File: src/rtl/pio_pkg.sv
// Shared definitions for the ATA PIO cycle sequencer.
package pio_pkg;

   // Default width of each timing value (phase length = value + 1 cycles).
   localparam int TWIDTH_DEF = 8;

   // Sequencer phases: address setup, strobe active, IORDY stretch, recovery.
   typedef enum logic [2:0] {
      ST_IDLE = 3'd0,
      ST_T1   = 3'd1,
      ST_T2   = 3'd2,
      ST_WAIT = 3'd3,
      ST_EOC  = 3'd4
   } pio_state_e;

endpackage

File: src/rtl/pio_seq_if.sv
// Host/pin-side signal bundle of the PIO sequencer.
// master = host register logic and ATA pad side, slave = pio_seq.
interface pio_seq_if
   import pio_pkg::*;
   #(parameter int TWIDTH = TWIDTH_DEF)
   ();

   logic              go;
   logic              we;
   logic [TWIDTH-1:0] t1;
   logic [TWIDTH-1:0] t2;
   logic [TWIDTH-1:0] teoc;
   logic              iordy_en;
   logic              iordy;
   logic              busy;
   logic              dior;
   logic              diow;
   logic              oe;
   logic              rd_stb;
   logic              done;

   modport master (
      output go, we, t1, t2, teoc, iordy_en, iordy,
      input  busy, dior, diow, oe, rd_stb, done
   );

   modport slave (
      input  go, we, t1, t2, teoc, iordy_en, iordy,
      output busy, dior, diow, oe, rd_stb, done
   );

endinterface

File: src/rtl/pio_tmr.sv
// Loadable phase down-counter. A load of D gives D+1 cycles until and
// including the cycle where zero is high; the count parks at 0.
module pio_tmr
   import pio_pkg::*;
   #(parameter int TWIDTH = TWIDTH_DEF)
   (
      input  logic              clk,
      input  logic              rst,
      input  logic              ld,
      input  logic [TWIDTH-1:0] d,
      output logic              zero
   );

   localparam logic [TWIDTH-1:0] ONE = TWIDTH'(1);

   logic [TWIDTH-1:0] cnt_q;
   logic [TWIDTH-1:0] cnt_d;

   // Load wins; otherwise count down and stop at zero (no wrap).
   always_comb begin
      cnt_d = cnt_q;
      if (ld) begin
         cnt_d = d;
      end else if (cnt_q != '0) begin
         cnt_d = cnt_q - ONE;
      end
   end

   // Counter register.
   always_ff @(posedge clk or posedge rst) begin
      if (rst) begin
         cnt_q <= '0;
      end else begin
         cnt_q <= cnt_d;
      end
   end

   assign zero = (cnt_q == '0);

endmodule

File: src/rtl/pio_seq.sv
// ATA PIO cycle sequencer: T1 setup, T2 strobe, optional IORDY stretch,
// end-of-cycle recovery. One shared timer is reloaded at each phase entry.
module pio_seq
   import pio_pkg::*;
   #(parameter int TWIDTH = TWIDTH_DEF)
   (
      input  logic     clk,
      input  logic     rst,
      pio_seq_if.slave bus
   );

   pio_state_e        state_q, state_d;
   logic              we_q, we_d;
   logic              ien_q, ien_d;
   logic [TWIDTH-1:0] t2_q, t2_d;
   logic [TWIDTH-1:0] teoc_q, teoc_d;
   logic              sync1_q, sync1_d;
   logic              iordy_s_q, iordy_s_d;
   logic              busy_q, busy_d;
   logic              dior_q, dior_d;
   logic              diow_q, diow_d;
   logic              oe_q, oe_d;
   logic              strobe_d;
   logic              stretch;
   logic              ld;
   logic [TWIDTH-1:0] ld_val;
   logic              zero;

   pio_tmr #(.TWIDTH(TWIDTH)) u_tmr (
      .clk  (clk),
      .rst  (rst),
      .ld   (ld),
      .d    (ld_val),
      .zero (zero)
   );

   // Device is holding the cycle off: only matters when IORDY is honoured.
   assign stretch = ien_q & ~iordy_s_q;

   // Next-state, capture and timer-load decisions; strobes follow the next state.
   always_comb begin
      state_d   = state_q;
      we_d      = we_q;
      ien_d     = ien_q;
      t2_d      = t2_q;
      teoc_d    = teoc_q;
      ld        = 1'b0;
      ld_val    = '0;
      sync1_d   = bus.iordy;
      iordy_s_d = sync1_q;
      case (state_q)
         ST_IDLE: begin
            if (bus.go) begin
               we_d    = bus.we;
               ien_d   = bus.iordy_en;
               t2_d    = bus.t2;
               teoc_d  = bus.teoc;
               ld      = 1'b1;
               ld_val  = bus.t1;
               state_d = ST_T1;
            end
         end
         ST_T1: begin
            if (zero) begin
               ld      = 1'b1;
               ld_val  = t2_q;
               state_d = ST_T2;
            end
         end
         ST_T2: begin
            if (zero) begin
               if (stretch) begin
                  state_d = ST_WAIT;
               end else begin
                  ld      = 1'b1;
                  ld_val  = teoc_q;
                  state_d = ST_EOC;
               end
            end
         end
         ST_WAIT: begin
            if (iordy_s_q) begin
               ld      = 1'b1;
               ld_val  = teoc_q;
               state_d = ST_EOC;
            end
         end
         ST_EOC: begin
            if (zero) begin
               state_d = ST_IDLE;
            end
         end
         default: state_d = ST_IDLE;
      endcase
      busy_d   = (state_d != ST_IDLE);
      strobe_d = (state_d == ST_T2) || (state_d == ST_WAIT);
      dior_d   = strobe_d & ~we_d;
      diow_d   = strobe_d & we_d;
      oe_d     = busy_d & we_d;
   end

   // State, captured parameters, IORDY synchronizer and pad-facing outputs.
   always_ff @(posedge clk or posedge rst) begin
      if (rst) begin
         state_q   <= ST_IDLE;
         we_q      <= 1'b0;
         ien_q     <= 1'b0;
         t2_q      <= '0;
         teoc_q    <= '0;
         sync1_q   <= 1'b0;
         iordy_s_q <= 1'b0;
         busy_q    <= 1'b0;
         dior_q    <= 1'b0;
         diow_q    <= 1'b0;
         oe_q      <= 1'b0;
      end else begin
         state_q   <= state_d;
         we_q      <= we_d;
         ien_q     <= ien_d;
         t2_q      <= t2_d;
         teoc_q    <= teoc_d;
         sync1_q   <= sync1_d;
         iordy_s_q <= iordy_s_d;
         busy_q    <= busy_d;
         dior_q    <= dior_d;
         diow_q    <= diow_d;
         oe_q      <= oe_d;
      end
   end

   // Pulses are decoded only from flops (state, timer, synchronizer), so
   // they are clean one gate after the edge and vanish with reset.
   assign bus.rd_stb = ~we_q & (((state_q == ST_T2) & zero & ~stretch) |
                                ((state_q == ST_WAIT) & iordy_s_q));
   assign bus.done   = (state_q == ST_EOC) & zero;
   assign bus.busy   = busy_q;
   assign bus.dior   = dior_q;
   assign bus.diow   = diow_q;
   assign bus.oe     = oe_q;

endmodule

File: src/flat_wrapper.sv
// flat-port wrapper written by rule: the top's interface ports become plain ports
module pio_seq_flat import pio_pkg::*;
#(parameter int TWIDTH = TWIDTH_DEF)
  (clk, rst, bus_go, bus_we, bus_t1, bus_t2, bus_teoc, bus_iordy_en, bus_iordy, bus_busy, bus_dior, bus_diow, bus_oe, bus_rd_stb, bus_done);
  pio_seq_if #(.TWIDTH(TWIDTH)) bus_i ();
  input  logic clk;
  input  logic rst;
  input wire logic [$bits(bus_i.go)-1:0] bus_go;
  input wire logic [$bits(bus_i.we)-1:0] bus_we;
  input wire logic [$bits(bus_i.t1)-1:0] bus_t1;
  input wire logic [$bits(bus_i.t2)-1:0] bus_t2;
  input wire logic [$bits(bus_i.teoc)-1:0] bus_teoc;
  input wire logic [$bits(bus_i.iordy_en)-1:0] bus_iordy_en;
  input wire logic [$bits(bus_i.iordy)-1:0] bus_iordy;
  output wire logic [$bits(bus_i.busy)-1:0] bus_busy;
  output wire logic [$bits(bus_i.dior)-1:0] bus_dior;
  output wire logic [$bits(bus_i.diow)-1:0] bus_diow;
  output wire logic [$bits(bus_i.oe)-1:0] bus_oe;
  output wire logic [$bits(bus_i.rd_stb)-1:0] bus_rd_stb;
  output wire logic [$bits(bus_i.done)-1:0] bus_done;
  assign bus_i.go = bus_go;
  assign bus_i.we = bus_we;
  assign bus_i.t1 = bus_t1;
  assign bus_i.t2 = bus_t2;
  assign bus_i.teoc = bus_teoc;
  assign bus_i.iordy_en = bus_iordy_en;
  assign bus_i.iordy = bus_iordy;
  assign bus_busy = bus_i.busy;
  assign bus_dior = bus_i.dior;
  assign bus_diow = bus_i.diow;
  assign bus_oe = bus_i.oe;
  assign bus_rd_stb = bus_i.rd_stb;
  assign bus_done = bus_i.done;
  pio_seq #(.TWIDTH(TWIDTH)) u_core (.clk(clk), .rst(rst), .bus(bus_i));
endmodule
File: config.mk
export PLATFORM = sky130hd
export DESIGN_NAME = pio_seq_flat
export DESIGN_NICKNAME = d
export VERILOG_FILES = /design/src/rtl/pio_pkg.sv /design/src/rtl/pio_seq_if.sv /design/src/rtl/pio_tmr.sv /design/src/rtl/pio_seq.sv /design/src/flat_wrapper.sv
export SDC_FILE = /design/constraint.sdc
export NUM_CORES = 1
export LEC_CHECK = 0
export CORE_ASPECT_RATIO = 0.7
export CORE_MARGIN = 4
export CORE_UTILIZATION = 55
export CTS_CLUSTER_SIZE = 12
export DETAILED_ROUTE_END_ITERATION = 7
export PLACE_DENSITY = 0.84
export SKIP_LAST_GASP = 1
export SYNTH_ARGS = -nofsm -noshare
export SYNTH_HDL_FRONTEND = slang
export SYNTH_SLANG_ARGS = --single-unit
File: constraint.sdc
create_clock -name clk -period 5.75 [get_ports clk]
set_input_delay 1.15 -clock clk [delete_from_list [all_inputs] [get_ports clk]]
set_output_delay 1.15 -clock clk [all_outputs]
set_load 0.01 [all_outputs]
; Word-level counts from Yosys, hierarchy flattened
; Index checks and enable logic that the tools add are counted.
; W data, S select, Z words.
[totals]
regBits = 35
input_bits = 30
out_inout_bits = 6
wordCells = 63
[op_classes]
n_addsub = 1
eq_ne = 6
n_mux = 23
n_bitwise = 14
reduce_logical = 7
[op_table]
columns = op, n
row1 = $mux W8, 7
row2 = $pmux W8 S4, 1
row3 = $mux W3, 6
row4 = $pmux W3 S5, 1
row5 = $eq A3 B2 Y1 const B, 4
row6 = $and A1 B1 Y1, 9
row7 = $logic_not A8 Y1, 1
row8 = $reduce_bool A8 Y1, 1
row9 = $sub A8 B1 Y8 const B, 1
row10 = $mux W1, 7
row11 = $not A1 Y1, 4
row12 = $pmux W1 S4, 1
row13 = $eq A3 B1 Y1 const B, 1
row14 = $eq A3 B3 Y1 const B, 1
row15 = $logic_not A3 Y1, 1
row16 = $reduce_bool A3 Y1, 1
row17 = $reduce_and A2 Y1, 1
row18 = $reduce_bool A2 Y1, 1
row19 = $logic_or A1 B1 Y1, 1
row20 = $or A1 B1 Y1, 1

; Depth between registers and ports, before layout
; Gate-level depths: netlist (run 1).
[depth]
depth_word = 8
depth_mapped = 7
ltp_nobuf = 6

; Cells and area by module
; A second synthesis (run 1) with hierarchy kept.
[unflattened]
hier_cells = 177
area_unflattened_um2 = 1742.9
[by_module_without_submodules]
columns = mod, n_inst, cells_per_inst, area_per_inst_um2, seq_area_each_um2
row1 = pio_seq, 1, 121, 1246.2, 675.6
row2 = pio_tmr, 1, 56, 496.7, 200.2

; Least setup slack after synthesis (run 1)
; OpenSTA, ideal clock, no wires.
[synth_timing]
kind = register to output
startpoint = register u_core.u_tmr.cnt_q[0]
endpoint = output bus_rd_stb
arrival_ns = 1.972
required_ns = 4.600
path_slack_ns = 2.628
path_stages_with_launch = 8
path_buffers = 1
cell_sequence = dfrtp_1 > inv_1 > ha_1 > or3b_2 > clkbuf_1 > nor4b_4 > or2_2 > and2b_1
[synth_between]
elab_chain_len = 5
[synth_lines]
columns = item, line
row1 = "start, declared", pio_tmr.sv:16  ; logic [TWIDTH-1:0] cnt_q;
row2 = "start signal, assigned", pio_tmr.sv:34  ; cnt_q <= cnt_d;
row3 = $logic_not A8 Y1, pio_tmr.sv:38  ; assign zero = (cnt_q == '0);
row4 = $and A1 B1 Y1 (2 in series), pio_seq.sv:133  ; assign bus.rd_stb = ~we_q & (((state_q == ST_T2) & zero & ~stretch) |
row5 = $or A1 B1 Y1, pio_seq.sv:133
row6 = $and A1 B1 Y1, pio_seq.sv:133
row7 = "end, declared", flat_wrapper.sv:19  ; output wire logic [$bits(bus_i.rd_stb)-1:0] bus_rd_stb;
; Every way passes these cells.

; Final worst setup path (run 1)
; Same ends and word-level chain as after synthesis.

==> impl_metrics.env, run 1 <==
export IMPL_grt_max_degree=36
export IMPL_p_clk_frac=0.147
export IMPL_overflow=0
export IMPL_antenna_found_initial=0
export IMPL_avgViaCountPerCell=6.197
export IMPL_p_seq_frac=0.413
export IMPL_worstSetupPathType="reg2out"
export IMPL_slew_headroom=0.5872
export IMPL_syn_avg_cell_area_um2=11.28
export IMPL_status="completed"
export IMPL_fp_row_count=17
export IMPL_cp_required_ps=4600
export IMPL_avgRoutedWirePerCell_um=17.84
export IMPL_start_util=0.5732
export IMPL_cts_buffers=5
export IMPL_synth_area_leader_cell="dfrtp_1"
export IMPL_min_period_ps=4027
export IMPL_r2r_start="u_core.state_q[2]$_DFF_PP0_"
export IMPL_synth_area_um2=1817
export IMPL_path_max_fanout=7
export IMPL_start_kind="flop"
export IMPL_clock_path_buffers=2
export IMPL_fmax_ghz=0.2483
export IMPL_grt_pass1_vias=1485
export IMPL_final_antenna_net_count=0
export IMPL_yosysTopAreaCellShare=0.4821
export IMPL_reg2reg_to="u_core.bus.diow$_DFF_PP0_"
export IMPL_grt_total_usage=0.2075
export IMPL_cts_resized=0
export IMPL_yosys_cell_types_count=46
export IMPL_areaGrowthSynthToFinish_pct=25.48
export IMPL_die_area_um2=4301
export IMPL_clk_pin_slew_ps=60
export IMPL_fin_cells=234
export IMPL_drc=0
export IMPL_p_sw_frac=0.3862
export IMPL_clock_latency_ps=280
export IMPL_hpwl_um=3178
export IMPL_core_um2=3169
export IMPL_die_h_um=56.09
export IMPL_dp_cells=227
export IMPL_setup_viol=0
export IMPL_cts_tree="done"
export IMPL_r2r_cells=4
export IMPL_switching_power_w=0.0004626
export IMPL_regToRegSetupSlack_ps=3440
export IMPL_ys_flop_type="dfrtp_1"
export IMPL_post_cts_setup_buffer_count=0
export IMPL_hold_viol=0
export IMPL_drive_above_1_share=0.1735
export IMPL_p_leak_nw=0.9232
export IMPL_rsz0062_at_grt="no"
export IMPL_syn_instance_count=161
export IMPL_diodes=0
export IMPL_drt_initial_drc_count=136
export IMPL_hp_class="reg2reg"
export IMPL_vias=1450
export IMPL_hold_buffers=0
export IMPL_fin_crit_sh=0.7004
export IMPL_synth_async_reset_ratio=1.000
export IMPL_synth_edf_count=0
export IMPL_layout_nets=228
export IMPL_htreeDepth=2
export IMPL_cp_end_kind="primary output"
export IMPL_cp_arrival_ps=2880
export IMPL_setup_tns_ps=0
export IMPL_die_w_um=76.70
export IMPL_crit_start="u_core.u_tmr.cnt_q[0]$_DFFE_PP0P_"
export IMPL_max_cap_viol_count=0
export IMPL_share_comb_of_total_power=0.440
export IMPL_io_pins=36
export IMPL_maxSlewViolCount=0
export IMPL_yosysSeqAreaShare=0.4821
export IMPL_clkSinkCount=35
export IMPL_fin_ws_ps=1723
export IMPL_finalClockSkew_ps=1.456
export IMPL_worst_pin_slew_ps=617.6
export IMPL_ys_ff_latch=35
export IMPL_p_int_w=0.0007350
export IMPL_mostFrequentLayoutCells="35 x clkdlybuf4s50_1, 35 x dfrtp_1, 16 x mux2_2"
export IMPL_crit_end="bus_rd_stb"
export IMPL_root_buffer="clkbuf_8"
export IMPL_power_density_nw_per_um2=525.3
export IMPL_grt_first_pass_wirelength_um=7031
export IMPL_peakVddDrop_mv=0.3009
export IMPL_gp_congestion=0.8782
export IMPL_preCtsSetupSlack_ps=2048
export IMPL_synthTopCellsByArea="dfrtp_1 48%, mux2_2 9.9%, o21ai_0 2.5%"
export IMPL_dr_pass1_iters=4
export IMPL_io_buffers=35
export IMPL_synthesis_nets=193
export IMPL_yosysWarningCount=0
export IMPL_wirelength_um=4174
[power groups by stage]
| stage | clock, W | sequential [W] | combinational (W) |
|---|---|---|---|
| after floorplan | 0 | 0.000442 | 0.000421 |
| after detailed placement | 0 | 0.000494 | 0.000523 |
| after CTS | 0.000178 | 0.000490 | 0.000527 |
| final | 0.000176 | 0.000495 | 0.000527 |
| after global placement | 0 | 0.000484 | 0.000502 |
| after global routing | 0.000190 | 0.000512 | 0.000580 |
[critical path: stages, from the launching register on]
cell and delay, ps:
dfrtp_1 460, inv_1 130, ha_1 210, or3b_2 550, nor4b_4 370, or2_2 210
and2b_1 130, clkdlybuf4s50_1 530
[metal layers]
metal	vias up	track usage	share of wire
met4	0	0.06977	0.011
met1	708	0.2750	0.44
met5	-	0	0
li1	676	-	-
met3	6	0.07929	0.082
met2	60	0.3114	0.46
[cell families (layout without fill, tap and decap cells)]
group	after synthesis	after routing	share of synthesized area
flops	35	35	0.4821
mux	19	19	0.1157
buf+inv	15	50	0.03650
simple gates	46	46	0.1729
fa+ha+maj	2	2	0.01377
compound gates	41	41	0.1646
xor+xnor	3	3	0.01447
[stage by stage]
step                      area [um2]    util  hold slack (ps)   power, W
after floorplan                 1817       -            331.2  0.0008632
after global placement          2192  0.6917            333.3  0.0009855
after detailed placement        2192  0.6917            334.7   0.001017
after CTS                       2280  0.7193            349.8   0.001196
after global routing            2280  0.7193            386.5   0.001282
final                           2280  0.7193            352.1   0.001198
[cells in the mapped netlist, types with 4 or more instances]
cell,count
nor2b_1,5
dfrtp_1,35
nand2_1,6
o21ai_0,9
inv_1,6
nor4_1,4
nor2_1,5
nor3_1,4
a211oi_1,5
a21oi_1,4
clkbuf_1,5
mux2_2,16
[worst min-delay path by stage]
stage / slack (ps) / startpoint / depth (start not counted) / endpoint
3_5_place_dp: 330 / u_core.iordy_s_d$_DFF_PP0_ / 0 / u_core.iordy_s_q$_DFF_PP0_
3_3_place_gp: 330 / u_core.iordy_s_d$_DFF_PP0_ / 0 / u_core.iordy_s_q$_DFF_PP0_
4_1_cts: 350 / u_core.iordy_s_d$_DFF_PP0_ / 0 / u_core.iordy_s_q$_DFF_PP0_
2_1_floorplan: 330 / u_core.iordy_s_d$_DFF_PP0_ / 0 / u_core.iordy_s_q$_DFF_PP0_
5_1_grt: 390 / u_core.iordy_s_d$_DFF_PP0_ / 0 / u_core.iordy_s_q$_DFF_PP0_
6_report: 350 / u_core.iordy_s_d$_DFF_PP0_ / 0 / u_core.iordy_s_q$_DFF_PP0_
[state kept, by name, indices dropped and copies added, names as in the netlist]
name / count
u_core.bus.oe: 1
u_core.iordy_s_d: 1
u_core.bus.diow: 1
u_core.u_tmr.cnt_q: 8
u_core.state_q: 3
u_core.we_q: 1
u_core.ien_q: 1
u_core.iordy_s_q: 1
u_core.teoc_q: 8
u_core.bus.busy: 1
u_core.t2_q: 8
u_core.bus.dior: 1
[area by class of cell]
type / instances / area (um2)
clock inverters: 1 / 5.005
clock buffers: 6 / 82.58
fillers: 214 / 889.6
flip-flops and latches: 35 / 875.8
multi-input cells: 111 / 880.8
well taps: 38 / 47.55
repair buffers: 37 / 365.4
inverters: 6 / 22.52
No activity file was read; power rests on OpenSTA's default activity.
==> run 2: changes to the inputs <==
--- a/config.mk
+++ b/config.mk
@@ -7,10 +7,10 @@
 export LEC_CHECK = 0
 export CORE_ASPECT_RATIO = 0.7
 export CORE_MARGIN = 4
-export CORE_UTILIZATION = 55
+export CORE_UTILIZATION = 46
 export CTS_CLUSTER_SIZE = 12
 export DETAILED_ROUTE_END_ITERATION = 7
-export PLACE_DENSITY = 0.84
+export PLACE_DENSITY = 0.75
 export SKIP_LAST_GASP = 1
 export SYNTH_ARGS = -nofsm -noshare
 export SYNTH_HDL_FRONTEND = slang
==> constraint.sdc (replaced) <==
create_clock -name clk -period 3.3 [get_ports clk]
set_input_delay 0.66 -clock clk [delete_from_list [all_inputs] [get_ports clk]]
set_output_delay 0.66 -clock clk [all_outputs]
set_load 0.01 [all_outputs]
==> impl_metrics.env, run 2 (synthesis gave the netlist of run 1 again) <==
export IMPL_die_area_um2=5035
export IMPL_worst_pin_slew_ps=608.5
export IMPL_path_max_fanout=7
export IMPL_wirelength_um=4543
export IMPL_htreeDepth=2
export IMPL_maxSlewViolCount=0
export IMPL_setup_tns_ps=0
export IMPL_final_antenna_net_count=0
export IMPL_gp_congestion=0.8916
export IMPL_crit_chain="inv_1 > ha_2 > or3b_4 > nor2_1 > and3_1 > clkdlybuf4s50_1"
export IMPL_p_clk_frac=0.167
export IMPL_power_density_nw_per_um2=938.6
export IMPL_hpwl_um=3364
export IMPL_grt_max_degree=36
export IMPL_clock_path_buffers=2
export IMPL_drive_above_1_share=0.2079
export IMPL_start_util=0.4979
export IMPL_die_w_um=83.12
export IMPL_cp_arrival_ps=2420
export IMPL_p_leak_nw=0.9743
export IMPL_utilization=0.6495
export IMPL_clock_latency_ps=290
export IMPL_mostFrequentLayoutCells="34 x clkdlybuf4s50_1, 34 x dfrtp_1, 16 x mux2_2"
export IMPL_root_buffer="clkbuf_8"
export IMPL_peakVddDrop_mv=0.4461
export IMPL_grt_first_pass_wirelength_um=7300
export IMPL_switching_power_w=0.0008450
export IMPL_io_pins=36
export IMPL_cp_end_kind="primary output"
export IMPL_clkSinkCount=35
export IMPL_critical_path_buf_inv_count=2
export IMPL_dr_pass1_iters=4
export IMPL_setup_viol=0
export IMPL_hold_buffers=0
export IMPL_fin_crit_sh=0.9342
export IMPL_cts_buffers=5
export IMPL_hold_viol=0
export IMPL_reg_top3="u_core.t2_q x8, u_core.teoc_q x8, u_core.u_tmr.cnt_q x8"
export IMPL_drt_initial_drc_count=167
export IMPL_areaGrowthSynthToFinish_pct=30.44
export IMPL_cp_top_family="simple AND/OR/NAND/NOR gates"
export IMPL_seqCellArea_um2=877.1
export IMPL_io_buffers=35
export IMPL_p_seq_frac=0.363
export IMPL_hp_class="reg2reg"
export IMPL_fp_row_count=18
export IMPL_avgViaCountPerCell=5.988
export IMPL_status="completed"
export IMPL_slowest_stage="clkdlybuf4s50_1"
export IMPL_grt_pass1_vias=1464
export IMPL_layout_nets=234
export IMPL_vias=1509
export IMPL_avgRoutedWirePerCell_um=18.03
export IMPL_drc=0
export IMPL_critPathMaxStageDelay_ps=530
export IMPL_die_h_um=60.58
export IMPL_core_um2=3649
export IMPL_grt_total_usage=0.1868
export IMPL_worstSetupPathType="reg2out"
export IMPL_overflow=0
export IMPL_p_int_w=0.001379
export IMPL_slew_headroom=0.5912
export IMPL_p_sw_frac=0.3799
export IMPL_share_comb_of_total_power=0.470
export IMPL_total_power_w=0.002224
export IMPL_fmax_ghz=0.3244
export IMPL_finalClockSkew_ps=7.733
export IMPL_antenna_found_initial=0
export IMPL_fillers=279
export IMPL_multiInputGateArea_um2=888.4
export IMPL_rsz0062_at_grt="no"
export IMPL_diodes=0
export IMPL_min_period_ps=3083
export IMPL_cp_required_ps=2640
export IMPL_cts_tree="done"
export IMPL_max_cap_viol_count=0
export IMPL_start_kind="flop"
export IMPL_clk_pin_slew_ps=70
==> run 2: final cells by class <==
class,count,share of cell area
clock buffer,5,0.02904
clock inverter,2,0.01584
inverter,6,0.009504
multi-input combinational,111,0.3749
sequential,35,0.3701
tap,50,0.02640
timing repair buffer,43,0.1742
==> run 2: path summary, 6_finish.rpt <==
path	start	slack [ps]	endpoint	cells past startpoint
max	u_core.u_tmr.cnt_q[0]$_DFFE_PP0P_	220	bus_done	6
min in group asynchronous	rst	770	u_core.t2_q[0]$_DFFE_PP0P_	3
min reg2reg	u_core.iordy_s_d$_DFF_PP0_	350	u_core.iordy_s_q$_DFF_PP0_	0
min	u_core.iordy_s_d$_DFF_PP0_	350	u_core.iordy_s_q$_DFF_PP0_	0
max in group asynchronous	rst	2190	u_core.u_tmr.cnt_q[0]$_DFFE_PP0P_	3
max reg2reg	u_core.u_tmr.cnt_q[0]$_DFFE_PP0P_	850	u_core.u_tmr.cnt_q[1]$_DFFE_PP0P_	6
==> run 2: routing by layer <==
layer	wire, um	up-vias	share of wire	GRT usage
met2	2096	63	0.46	0.2865
met4	31	0	0.0068	0.04895
met3	389	6	0.086	0.06649
met1	2026	751	0.45	0.2562
met5	0	-	0	0
li1	-	689	-	-
==> run 2: through the flow <==
stage	std cells	worst slack (ps)	area (um2)	hold slack (ps)
after floorplan	161	668.4	1817	331.2
after global placement	244	248.3	2245	338.1
after detailed placement	244	176.5	2245	337.9
after CTS	251	1.892	2357	353.6
after global routing	252	129.8	2370	358.3
final	252	217.1	2370	353.4
==> run 2: what timing repair did <==
| action | in CTS | in global routing |
|---|---|---|
| gates resized for setup | 3 | 2 |
| endpoints found under the setup margin | 1 | 1 |
| buffers inserted | 0 | 1 |
| pin swaps | 0 | 2 |
| cloned | 0 | 0 |
==> run 2: power groups by stage <==
| stage | Combinational [W] | Sequential, W | Clock (W) |
|---|---|---|---|
| floorplan | 0.000733 | 0.000771 | 0 |
| global placement | 0.000979 | 0.000787 | 0 |
| detailed placement | 0.00101 | 0.000807 | 0 |
| CTS | 0.00102 | 0.000802 | 0.000377 |
| global route | 0.00114 | 0.000825 | 0.000396 |
| finish | 0.00105 | 0.000808 | 0.000371 |
